File: config.mk
export PLATFORM = sky130hd
export DESIGN_NAME = hawkes_decay_ctrl
export DESIGN_NICKNAME = d
export VERILOG_FILES = /design/src/rtl/hawkes_decay_ctrl.sv
export SDC_FILE = /design/constraint.sdc
export NUM_CORES = 1
export LEC_CHECK = 0
export CORE_MARGIN = 8
export CORE_UTILIZATION = 60
export CTS_CLUSTER_SIZE = 25
export DETAILED_ROUTE_END_ITERATION = 16
export GPL_ROUTABILITY_DRIVEN = 0
export HOLD_SLACK_MARGIN = 0.08
export PLACE_DENSITY = 0.82
export SLEW_MARGIN = 20
export SYNTH_ARGS = -nofsm -noshare
export SYNTH_HDL_FRONTEND = slang
export SYNTH_SLANG_ARGS = --single-unit
File: constraint.sdc
create_clock -name clk -period 24.1 [get_ports clk]
set_clock_uncertainty 0.15 [all_clocks]
set_input_delay 2.41 -clock clk [delete_from_list [all_inputs] [get_ports clk]]
set_output_delay 2.41 -clock clk [all_outputs]
set_load 0.01 [all_outputs]
File: src/rtl/hawkes_decay_ctrl.sv
// hawkes_decay_ctrl: intensity-update stage of the Hawkes Monte Carlo datapath.
// Forms the decay exponent x0 = -beta*dt for the expon unit, runs its start/done
// handshake with a timeout, then updates lambda = mu + (lambda - mu)*y (+ alpha)
// and presents the result on a valid/ready output. All data is Q2.8, 10 bits.
module hawkes_decay_ctrl #(
    parameter int W           = 10,
    parameter int FRAC        = 8,
    parameter int EXP_TIMEOUT = 15
) (
    input  logic         clk,
    input  logic         rst_n,
    input  logic [W-1:0] mu,
    input  logic [W-1:0] alpha,
    input  logic [W-1:0] beta,
    input  logic         in_valid,
    output logic         in_ready,
    input  logic [W-1:0] dt,
    input  logic         event_in,
    output logic [W-1:0] exp_x0,
    output logic         exp_start,
    input  logic [W-1:0] exp_y,
    input  logic         exp_done,
    output logic         out_valid,
    input  logic         out_ready,
    output logic [W-1:0] lambda_out,
    output logic         err
);

    localparam int CW = $clog2(EXP_TIMEOUT + 2);

    typedef enum logic [2:0] {
        ST_IDLE   = 3'd0,
        ST_ARG    = 3'd1,
        ST_START  = 3'd2,
        ST_WAIT   = 3'd3,
        ST_UPDATE = 3'd4,
        ST_OUT    = 3'd5
    } state_t;

    // Clamp the exponent magnitude to 2.0 and negate it into two's complement.
    function automatic logic [W-1:0] neg_sat_x0(input logic [11:0] m);
        logic [W-1:0] mag;
        if (m > 12'd512) begin
            mag = 10'h200;
        end else begin
            mag = m[W-1:0];
        end
        return 10'd0 - mag;
    endfunction

    // Clamp the widened lambda sum to the largest Q2.8 value.
    function automatic logic [W-1:0] sat_lambda(input logic [12:0] s);
        if (s > 13'h03FF) begin
            return 10'h3FF;
        end else begin
            return s[W-1:0];
        end
    endfunction

    state_t          state_r, state_n_s;
    logic            in_ready_r, exp_start_r, out_valid_r, err_r;
    logic [W-1:0]    exp_x0_r, lambda_out_r, lambda_r;
    logic [W-1:0]    mu_r, alpha_r, y_r;
    logic            ev_r;
    logic [CW-1:0]   wait_cnt_r;
    logic            take_y_s, timeout_s;
    logic [19:0]     arg_prod_s;
    logic [11:0]     arg_mag_s;
    logic [W-1:0]    diff_s;
    logic [19:0]     decay_prod_s;
    logic [12:0]     lambda_sum_s;
    logic [W-1:0]    lambda_n_s;

    // Exponent magnitude from the live inputs so x0 is ready as the sample is taken.
    always_comb begin
        arg_prod_s = 20'(beta) * 20'(dt);
        arg_mag_s  = 12'(arg_prod_s >> FRAC);
    end

    // Decayed excess over the base rate plus the optional jump, saturated.
    always_comb begin
        if (lambda_r > mu_r) begin
            diff_s = lambda_r - mu_r;
        end else begin
            diff_s = 10'd0;
        end
        decay_prod_s = 20'(diff_s) * 20'(y_r);
        lambda_sum_s = 13'(mu_r) + 13'(decay_prod_s >> FRAC)
                     + (ev_r ? 13'(alpha_r) : 13'd0);
        lambda_n_s   = sat_lambda(lambda_sum_s);
    end

    // Next-state logic; the first WAIT cycle never looks at exp_done (it may be stale).
    always_comb begin
        state_n_s = state_r;
        take_y_s  = 1'b0;
        timeout_s = 1'b0;
        case (state_r)
            ST_IDLE: begin
                if (in_valid && in_ready_r) begin
                    state_n_s = ST_ARG;
                end else begin
                    state_n_s = ST_IDLE;
                end
            end
            ST_ARG:   state_n_s = ST_START;
            ST_START: state_n_s = ST_WAIT;
            ST_WAIT: begin
                if (wait_cnt_r == CW'(0)) begin
                    state_n_s = ST_WAIT;
                end else if (exp_done) begin
                    take_y_s  = 1'b1;
                    state_n_s = ST_UPDATE;
                end else if (wait_cnt_r == CW'(EXP_TIMEOUT)) begin
                    timeout_s = 1'b1;
                    state_n_s = ST_UPDATE;
                end else begin
                    state_n_s = ST_WAIT;
                end
            end
            ST_UPDATE: state_n_s = ST_OUT;
            ST_OUT: begin
                if (out_ready) begin
                    state_n_s = ST_IDLE;
                end else begin
                    state_n_s = ST_OUT;
                end
            end
            default: state_n_s = ST_IDLE;
        endcase
    end

    // State register and registered handshake strobes derived from the next state.
    always_ff @(posedge clk or negedge rst_n) begin
        if (!rst_n) begin
            state_r     <= ST_IDLE;
            in_ready_r  <= 1'b0;
            exp_start_r <= 1'b0;
            out_valid_r <= 1'b0;
            wait_cnt_r  <= '0;
        end else begin
            state_r     <= state_n_s;
            in_ready_r  <= (state_n_s == ST_IDLE);
            exp_start_r <= (state_n_s == ST_START);
            out_valid_r <= (state_n_s == ST_OUT);
            if (state_r == ST_START) begin
                wait_cnt_r <= '0;
            end else if (state_r == ST_WAIT) begin
                wait_cnt_r <= wait_cnt_r + CW'(1);
            end else begin
                wait_cnt_r <= wait_cnt_r;
            end
        end
    end

    // Datapath registers: sample capture, expon result, lambda state, sticky fault.
    always_ff @(posedge clk or negedge rst_n) begin
        if (!rst_n) begin
            mu_r         <= 10'd0;
            alpha_r      <= 10'd0;
            ev_r         <= 1'b0;
            exp_x0_r     <= 10'd0;
            y_r          <= 10'd0;
            lambda_r     <= 10'd0;
            lambda_out_r <= 10'd0;
            err_r        <= 1'b0;
        end else begin
            if (state_r == ST_IDLE && in_valid && in_ready_r) begin
                mu_r     <= mu;
                alpha_r  <= alpha;
                ev_r     <= event_in;
                exp_x0_r <= neg_sat_x0(arg_mag_s);
            end
            if (take_y_s) begin
                y_r <= exp_y;
            end else if (timeout_s) begin
                y_r   <= 10'd0;
                err_r <= 1'b1;
            end
            if (state_r == ST_UPDATE) begin
                lambda_r     <= lambda_n_s;
                lambda_out_r <= lambda_n_s;
            end
        end
    end

    assign in_ready   = in_ready_r;
    assign exp_start  = exp_start_r;
    assign exp_x0     = exp_x0_r;
    assign out_valid  = out_valid_r;
    assign lambda_out = lambda_out_r;
    assign err        = err_r;

endmodule
==> impl_metrics.prom <==
# TYPE chip_impl_metric gauge
chip_impl_metric{name="fmax",unit="MHz"} 95.36
chip_impl_metric{name="maxCapViolCount",unit=""} 0
chip_impl_metric{name="drive_gt1_share",unit="%"} 4.102
chip_impl_metric{name="met3_wirelength",unit="um"} 1263
chip_impl_metric{name="area_growth_syn_to_layout",unit="%"} 11.89
chip_impl_metric{name="tritoncts.num_buffers",unit=""} 9
chip_impl_metric{name="cts.hold.buffers_added",unit=""} 0
chip_impl_metric{name="yosysWarnings",unit=""} 0
chip_impl_metric{name="tightestPinTransition",unit="ns"} 1.169
chip_impl_info{name="setup.worst_path.end",value="lambda_r[3]$_DFFE_PN0N_"} 1
chip_impl_metric{name="period_needed",unit="ns"} 10.49
chip_impl_metric{name="async_flop_share",unit="%"} 100.0
chip_impl_metric{name="detail_route.drc_violations",unit=""} 0
chip_impl_metric{name="met1Wirelength",unit="um"} 9539
chip_impl_metric{name="antenna_found_initial",unit=""} 0
chip_impl_info{name="unrepaired_setup_endpoints_after_global_routing",value="no"} 1
chip_impl_info{name="setup.worst_path.start_class",value="register"} 1
chip_impl_metric{name="detailedRoute.firstIterationViolations",unit=""} 436
chip_impl_info{name="regToRegStartpoint",value="mu_r[1]$_DFFE_PN0P_"} 1
chip_impl_metric{name="drv_slew",unit=""} 0
chip_impl_metric{name="yosysTopAreaCellShare",unit="%"} 26.04
chip_impl_info{name="run_status",value="completed"} 1
chip_impl_metric{name="cp_data_required_time",unit="ns"} 24.13
chip_impl_metric{name="clock_sink_count",unit=""} 63
chip_impl_metric{name="routed_wl",unit="um"} 24520
chip_impl_metric{name="timing.final.crit_share",unit="%"} 43.51
chip_impl_metric{name="placeableCoreArea",unit="sq um"} 17060
chip_impl_metric{name="clock_tree.buffer_depth",unit=""} 2
chip_impl_metric{name="worstPathMaxFanout",unit=""} 10
chip_impl_info{name="yosys-top-cells-area",value="fa_1, ha_1, dfrtp_1"} 1
chip_impl_metric{name="clock_edge_transition_at_the_registers_on_the_reported_setup_and_hold_paths",unit="ns"} 0.06
chip_impl_metric{name="post_drt_wl_per_cell",unit="um"} 16.98
chip_impl_metric{name="r2r_slack",unit="ns"} 13.61
chip_impl_metric{name="gr-total-overflow",unit=""} 0
chip_impl_metric{name="synth_unique_cells",unit=""} 74
chip_impl_metric{name="number_of_global_route_vias_before_repair",unit=""} 8838
chip_impl_info{name="synth_area_leader_cell",value="fa_1"} 1
chip_impl_metric{name="slew_headroom",unit="%"} 21.45
chip_impl_info{name="worstReg2RegEnd",value="lambda_r[3]$_DFFE_PN0N_"} 1
chip_impl_info{name="routed.top_layer",value="met4"} 1
chip_impl_metric{name="timing.reg2reg.worst_path_depth",unit=""} 37
chip_impl_metric{name="row_count",unit=""} 48
chip_impl_metric{name="post_synth.cell_area_avg",unit="sq um"} 8.812
chip_impl_info{name="worst_path_slowest_cell",value="nor3b_2"} 1
chip_impl_metric{name="critical_path_arrival",unit="ns"} 10.52
chip_impl_metric{name="floorplan.die_area",unit="sq um"} 21620
chip_impl_metric{name="routed_via_density",unit=""} 5.749
chip_impl_info{name="synth_flop_cell",value="dfrtp_1"} 1
chip_impl_metric{name="timing.final.setup_violations",unit=""} 0
chip_impl_metric{name="final-hold-violation-count",unit=""} 0
chip_impl_metric{name="yosysSeqAreaShare",unit="%"} 15.30
chip_impl_metric{name="wl_met2",unit="um"} 12760
chip_impl_info{name="min_path_type",value="reg -> reg"} 1
chip_impl_metric{name="cts.htree.levels",unit=""} 3
chip_impl_metric{name="synth_edf_count",unit=""} 0
chip_impl_info{name="critical_path_end_type",value="register"} 1
chip_impl_info{name="tritoncts",value="yes"} 1
chip_impl_metric{name="critPathMaxStageDelay",unit="ns"} 0.57
chip_impl_metric{name="die_y",unit="um"} 147.0
chip_impl_metric{name="starting_density",unit="%"} 60.39
chip_impl_metric{name="route.vias.total",unit=""} 8301
chip_impl_metric{name="num-nets-final",unit=""} 1534
chip_impl_metric{name="die_x",unit="um"} 147.0
chip_impl_metric{name="placed_standard_cell_area",unit="sq um"} 11200
chip_impl_metric{name="antenna_cells",unit=""} 0
chip_impl_metric{name="setup-tns-final",unit="ns"} 0
chip_impl_metric{name="grt_max_degree",unit=""} 64
chip_impl_metric{name="groute.usage.overall",unit="%"} 23.30
chip_impl_metric{name="detailedPlacementHpwl",unit="um"} 19420
chip_impl_metric{name="synth-seq-cells",unit=""} 63
chip_impl_info{name="cts_root_buffer",value="clkbuf_16"} 1
chip_impl_info{name="path_common_cell",value="fa_1"} 1
chip_impl_metric{name="synthCells",unit=""} 1169
chip_impl_metric{name="detail_route.first_pass.iterations",unit=""} 5
chip_impl_metric{name="worstSkewPairLatency",unit="ns"} 0.34
chip_impl_metric{name="final_antenna_net_count",unit=""} 0
chip_impl_metric{name="cts_post_setup_buffers_inserted",unit=""} 0
chip_impl_metric{name="cts_resized",unit=""} 0
chip_impl_info{name="critPathKind",value="reg -> reg"} 1
chip_impl_metric{name="post_synth_instance_area",unit="sq um"} 10300
chip_impl_metric{name="wire_length_of_the_first_global_routing_pass",unit="um"} 41470
chip_impl_metric{name="setup_slack",unit="ns"} 13.61
chip_impl_metric{name="pre_cts_setup_slack",unit="ns"} 13.82
chip_impl_metric{name="fin_worst_hold_slack",unit="ns"} 0.3213
chip_impl_metric{name="post_synthesis_net_count",unit=""} 1489
chip_impl_info{name="worstSetupStartpoint",value="mu_r[1]$_DFFE_PN0P_"} 1
chip_impl_metric{name="boundaryPins",unit=""} 80
chip_impl_metric{name="number_of_port_buffers",unit=""} 79
chip_impl_metric{name="design_area",unit="sq um"} 11530
## how the worst min path moves through the flow
| stage | from | endpoint | cells past startpoint | slack (ns) |
|---|---|---|---|---|
| 2_1_floorplan | alpha_r[3]$_DFFE_PN0P_ | alpha_r[3]$_DFFE_PN0P_ | 2 | 0.29 |
| 3_3_place_gp | alpha_r[4]$_DFFE_PN0P_ | alpha_r[4]$_DFFE_PN0P_ | 2 | 0.30 |
| 3_5_place_dp | alpha_r[4]$_DFFE_PN0P_ | alpha_r[4]$_DFFE_PN0P_ | 2 | 0.30 |
| 4_1_cts | alpha_r[4]$_DFFE_PN0P_ | alpha_r[4]$_DFFE_PN0P_ | 2 | 0.32 |
| 5_1_grt | exp_x0[1]$_DFFE_PN0P_ | exp_x0[1]$_DFFE_PN0P_ | 2 | 0.34 |
| 6_report | alpha_r[4]$_DFFE_PN0P_ | alpha_r[4]$_DFFE_PN0P_ | 2 | 0.32 |
## registers in the layout, indices dropped and copies added, names as in the netlist
signal      count
lambda_r       10
ev_r            1
out_valid       1
mu_r           10
exp_x0         10
exp_start       1
wait_cnt_r      5
alpha_r        10
y_r            10
state_r         3
err             1
in_ready        1
## kinds of logic after synthesis
logic type	share of synthesized area, %
buf+inv	8.272
fa+ha+maj	41.83
simple gates	20.95
flops	15.30
mux	0.5951
compound gates	9.984
xor+xnor	3.061
## metrics by stage
step / utilization, % / std cells
2_1_floorplan: - / 1169
3_3_place_gp: 65.65 / 1428
3_5_place_dp: 65.65 / 1428
4_1_cts: 67.55 / 1444
5_1_grt: 67.58 / 1444
6_report: 67.58 / 1444
## cells in the final DEF, fill, tap and decap left out, types with 11 or more instances in the layout
cell type          n
xnor2_1           19
xor2_1            17
ha_1             130
nand2_1          186
clkdlybuf4s50_1   78
o21ai_0           32
inv_1            171
nor2_1            42
a22o_1            13
a21oi_1           40
nor3_1            16
and3_1            13
dfrtp_1           63
a21o_1            11
fa_1             134
nand3_1           21
and2_1            91
## worst max-delay path: cells and delay by family, from the launching register on
kind / cells / cell delay (ns)
AO/OA/AOI/OAI: 14 / 3.32
XOR/XNOR: 1 / 0.18
AND/OR/NAND/NOR: 8 / 1.48
buffers and inverters: 4 / 0.35
multiplexers: 1 / 0.46
adder cells (fa/ha/maj): 9 / 4.08
flip-flops: 1 / 0.36
## layout make-up
class                   count  area [sq um]
multi-input cells         885          7880
fillers                  1372          5530
flip-flops and latches     63          1577
repair buffers             84         823.3
inverters                 171         641.9
well taps                 225         281.5
clock buffers              10         229.0
clock inverters             6         93.84
## cell usage after synthesis (all sizes together), types with 4 or more instances
cell type  number
a21o           11
nor3           17
ha            130
clkbuf         42
nand3          23
or2             6
a21oi          40
o31ai          11
nor2           44
inv           171
and3           14
a22o           13
or4             4
nand2         187
and2           91
o21ai          33
xnor2          19
xor2           17
dfrtp          63
nand2b          8
nor2b          10
a21boi          4
nand4           7
a31oi           5
fa            134
buf             8
nand3b          4
## routing by layer
layer	GRT usage, %	up-vias
met3	3.414	80
met2	42.83	268
met1	26.19	4086
li1	-	3867
met5	0	-
met4	10.50	0
Power is left out: the tool's default activity adds up to more than one toggle a clock period on the data nets, which glitch-free logic cannot reach.
==> RTL edit (config.mk and constraints unchanged) <==
`EXP_TIMEOUT`: 15 -> 30.
--- a/src/rtl/hawkes_decay_ctrl.sv
+++ b/src/rtl/hawkes_decay_ctrl.sv
@@ -5,7 +5,7 @@
 module hawkes_decay_ctrl #(
     parameter int W           = 10,
     parameter int FRAC        = 8,
-    parameter int EXP_TIMEOUT = 15
+    parameter int EXP_TIMEOUT = 30
 ) (
     input  logic         clk,
     input  logic         rst_n,
Function: same outputs for any inputs over 10 cycles, from zero or initial values and one cycle with rst_n low; that may be too few to reach the edited logic, so the function may still have changed.
==> RTL edit against the unedited design <==
First-iteration DRC count is 7.6% higher. Sequential cell count stayed put. Wire length fell by 3.7%. Worst setup slack worse by 59 ps. Cell area is 0.50% lower. Area after synthesis is 0.66% lower. Worst hold slack got worse by 6.8 ps. Utilization is 1.3 points higher.
Power is left out: the tool's default activity adds up to more than one toggle a clock period on the data nets, which glitch-free logic cannot reach.
==> RTL edit: results <==
[run_status]
status = "finished, final reports clean"

[placed_design]
dp_hpwl_mm = 19.2
placed_area_mm2 = 0.0112

[drt]
wl_met1_mm = 9.67
highest_layer = "met5"
wl_met3_mm = 1.18
vias = 8098
drt_iter0_drc = 469
dr_wl_met2_mm = 12.1
wl_mm = 23.6

[clock_network]
cts-resized-gates = 0

[global_routing]
antenna_found_initial = 1
met3_usage = 0.0399
grt_pass1_wl_mm = 40.4
use_met2 = 0.409
groute.usage.overall = 0.227
gr-usage-met1 = 0.267
first_global_vias = 8486

[worst_hold_path]
hold_end = "alpha_r[7]"
min_from = "alpha_r[7]"
hold_path.class = "flop to flop"

[critical_path]
rrSetupSlack_ps = 13550
slowest_delay_ps = 820
slowest_stage = "nor3b_1"
r2r-end = "lambda_r[5]"
rr_worst_depth = 38

[finish]
drive_gt1_frac = 0.0402
area_growth_pct = 12.1
diodes = 0
n_fill_cell = 1297

[yosys]
synth_area_leaders = "fa_1 (26%), ha_1 (16%), dfrtp_1 (15%)"
synth_compound_area_frac = 0.114
yosys.area_share.xor_xnor = 0.0324
synth_fa_ha_area_frac = 0.421
syn_nets = 1456
seq_area_frac_synth = 0.154
synth_common_cells = "nand2_1 (181), inv_1 (167), fa_1 (134)"
synth_mux_area_frac = 0.00917
yosysUniqueCellTypes = 70

[timing]
slew_headroom = 0.327
[RTL edit: changes by cell type in the layout (fill, tap and decap cells not counted), sizes merged, moves of 5 or more]
cell | before | now
nand3 | 23 | 12
nor2 | 44 | 36
a41oi | 2 | 10
inv | 172 | 167
a21o | 11 | 24
nand2 | 187 | 181
nor3 | 17 | 25
nand4 | 7 | 13
a21oi | 40 | 25
o21ai | 33 | 27
o31ai | 11 | 6
[RTL edit: worst max path at each step]
stage	to	slack, ps	cells past startpoint
CTS	lambda_r[5]	13610	38
global placement	lambda_r[9]	14140	38
finish	lambda_r[5]	13550	38
floorplan	lambda_r[3]	14950	37
detailed placement	lambda_r[6]	13720	38
global route	lambda_r[5]	12900	38
[RTL edit: worst max-delay path, delay by kind of cell, from the launching register on]
| kind | cells | cell delay [ps] |
|---|---|---|
| flip-flops | 1 | 360 |
| XOR/XNOR | 1 | 200 |
| adder cells (fa/ha/maj) | 9 | 4010 |
| AO/OA/AOI/OAI | 16 | 3340 |
| AND/OR/NAND/NOR | 4 | 1180 |
| multiplexers | 1 | 700 |
| buffers and inverters | 7 | 430 |
[RTL edit: stage by stage]
step	hold WS, ps	setup WS [ps]	std cells
global placement	301	14140	1397
detailed placement	304	13720	1397
CTS	318	13610	1413
finish	314	13550	1413
global route	344	12900	1413
floorplan	288	14950	1136
[RTL edit: kinds of logic after synthesis]
group	Yosys count
muxes	9
AOI/OAI and AO/OA	151
adders and majority gates	264
and+or+nand+nor	401
buffers and inverters	211
xor gates and xnor gates	37
DFF	63
[RTL edit: layout make-up]
type	instances	area share
inverters	167	0.0547
clock inverters	3	0.00153
repair buffers	85	0.0724
multi-input cells	862	0.687
flip-flops and latches	63	0.137
clock buffers	13	0.0227
well taps	220	0.0240
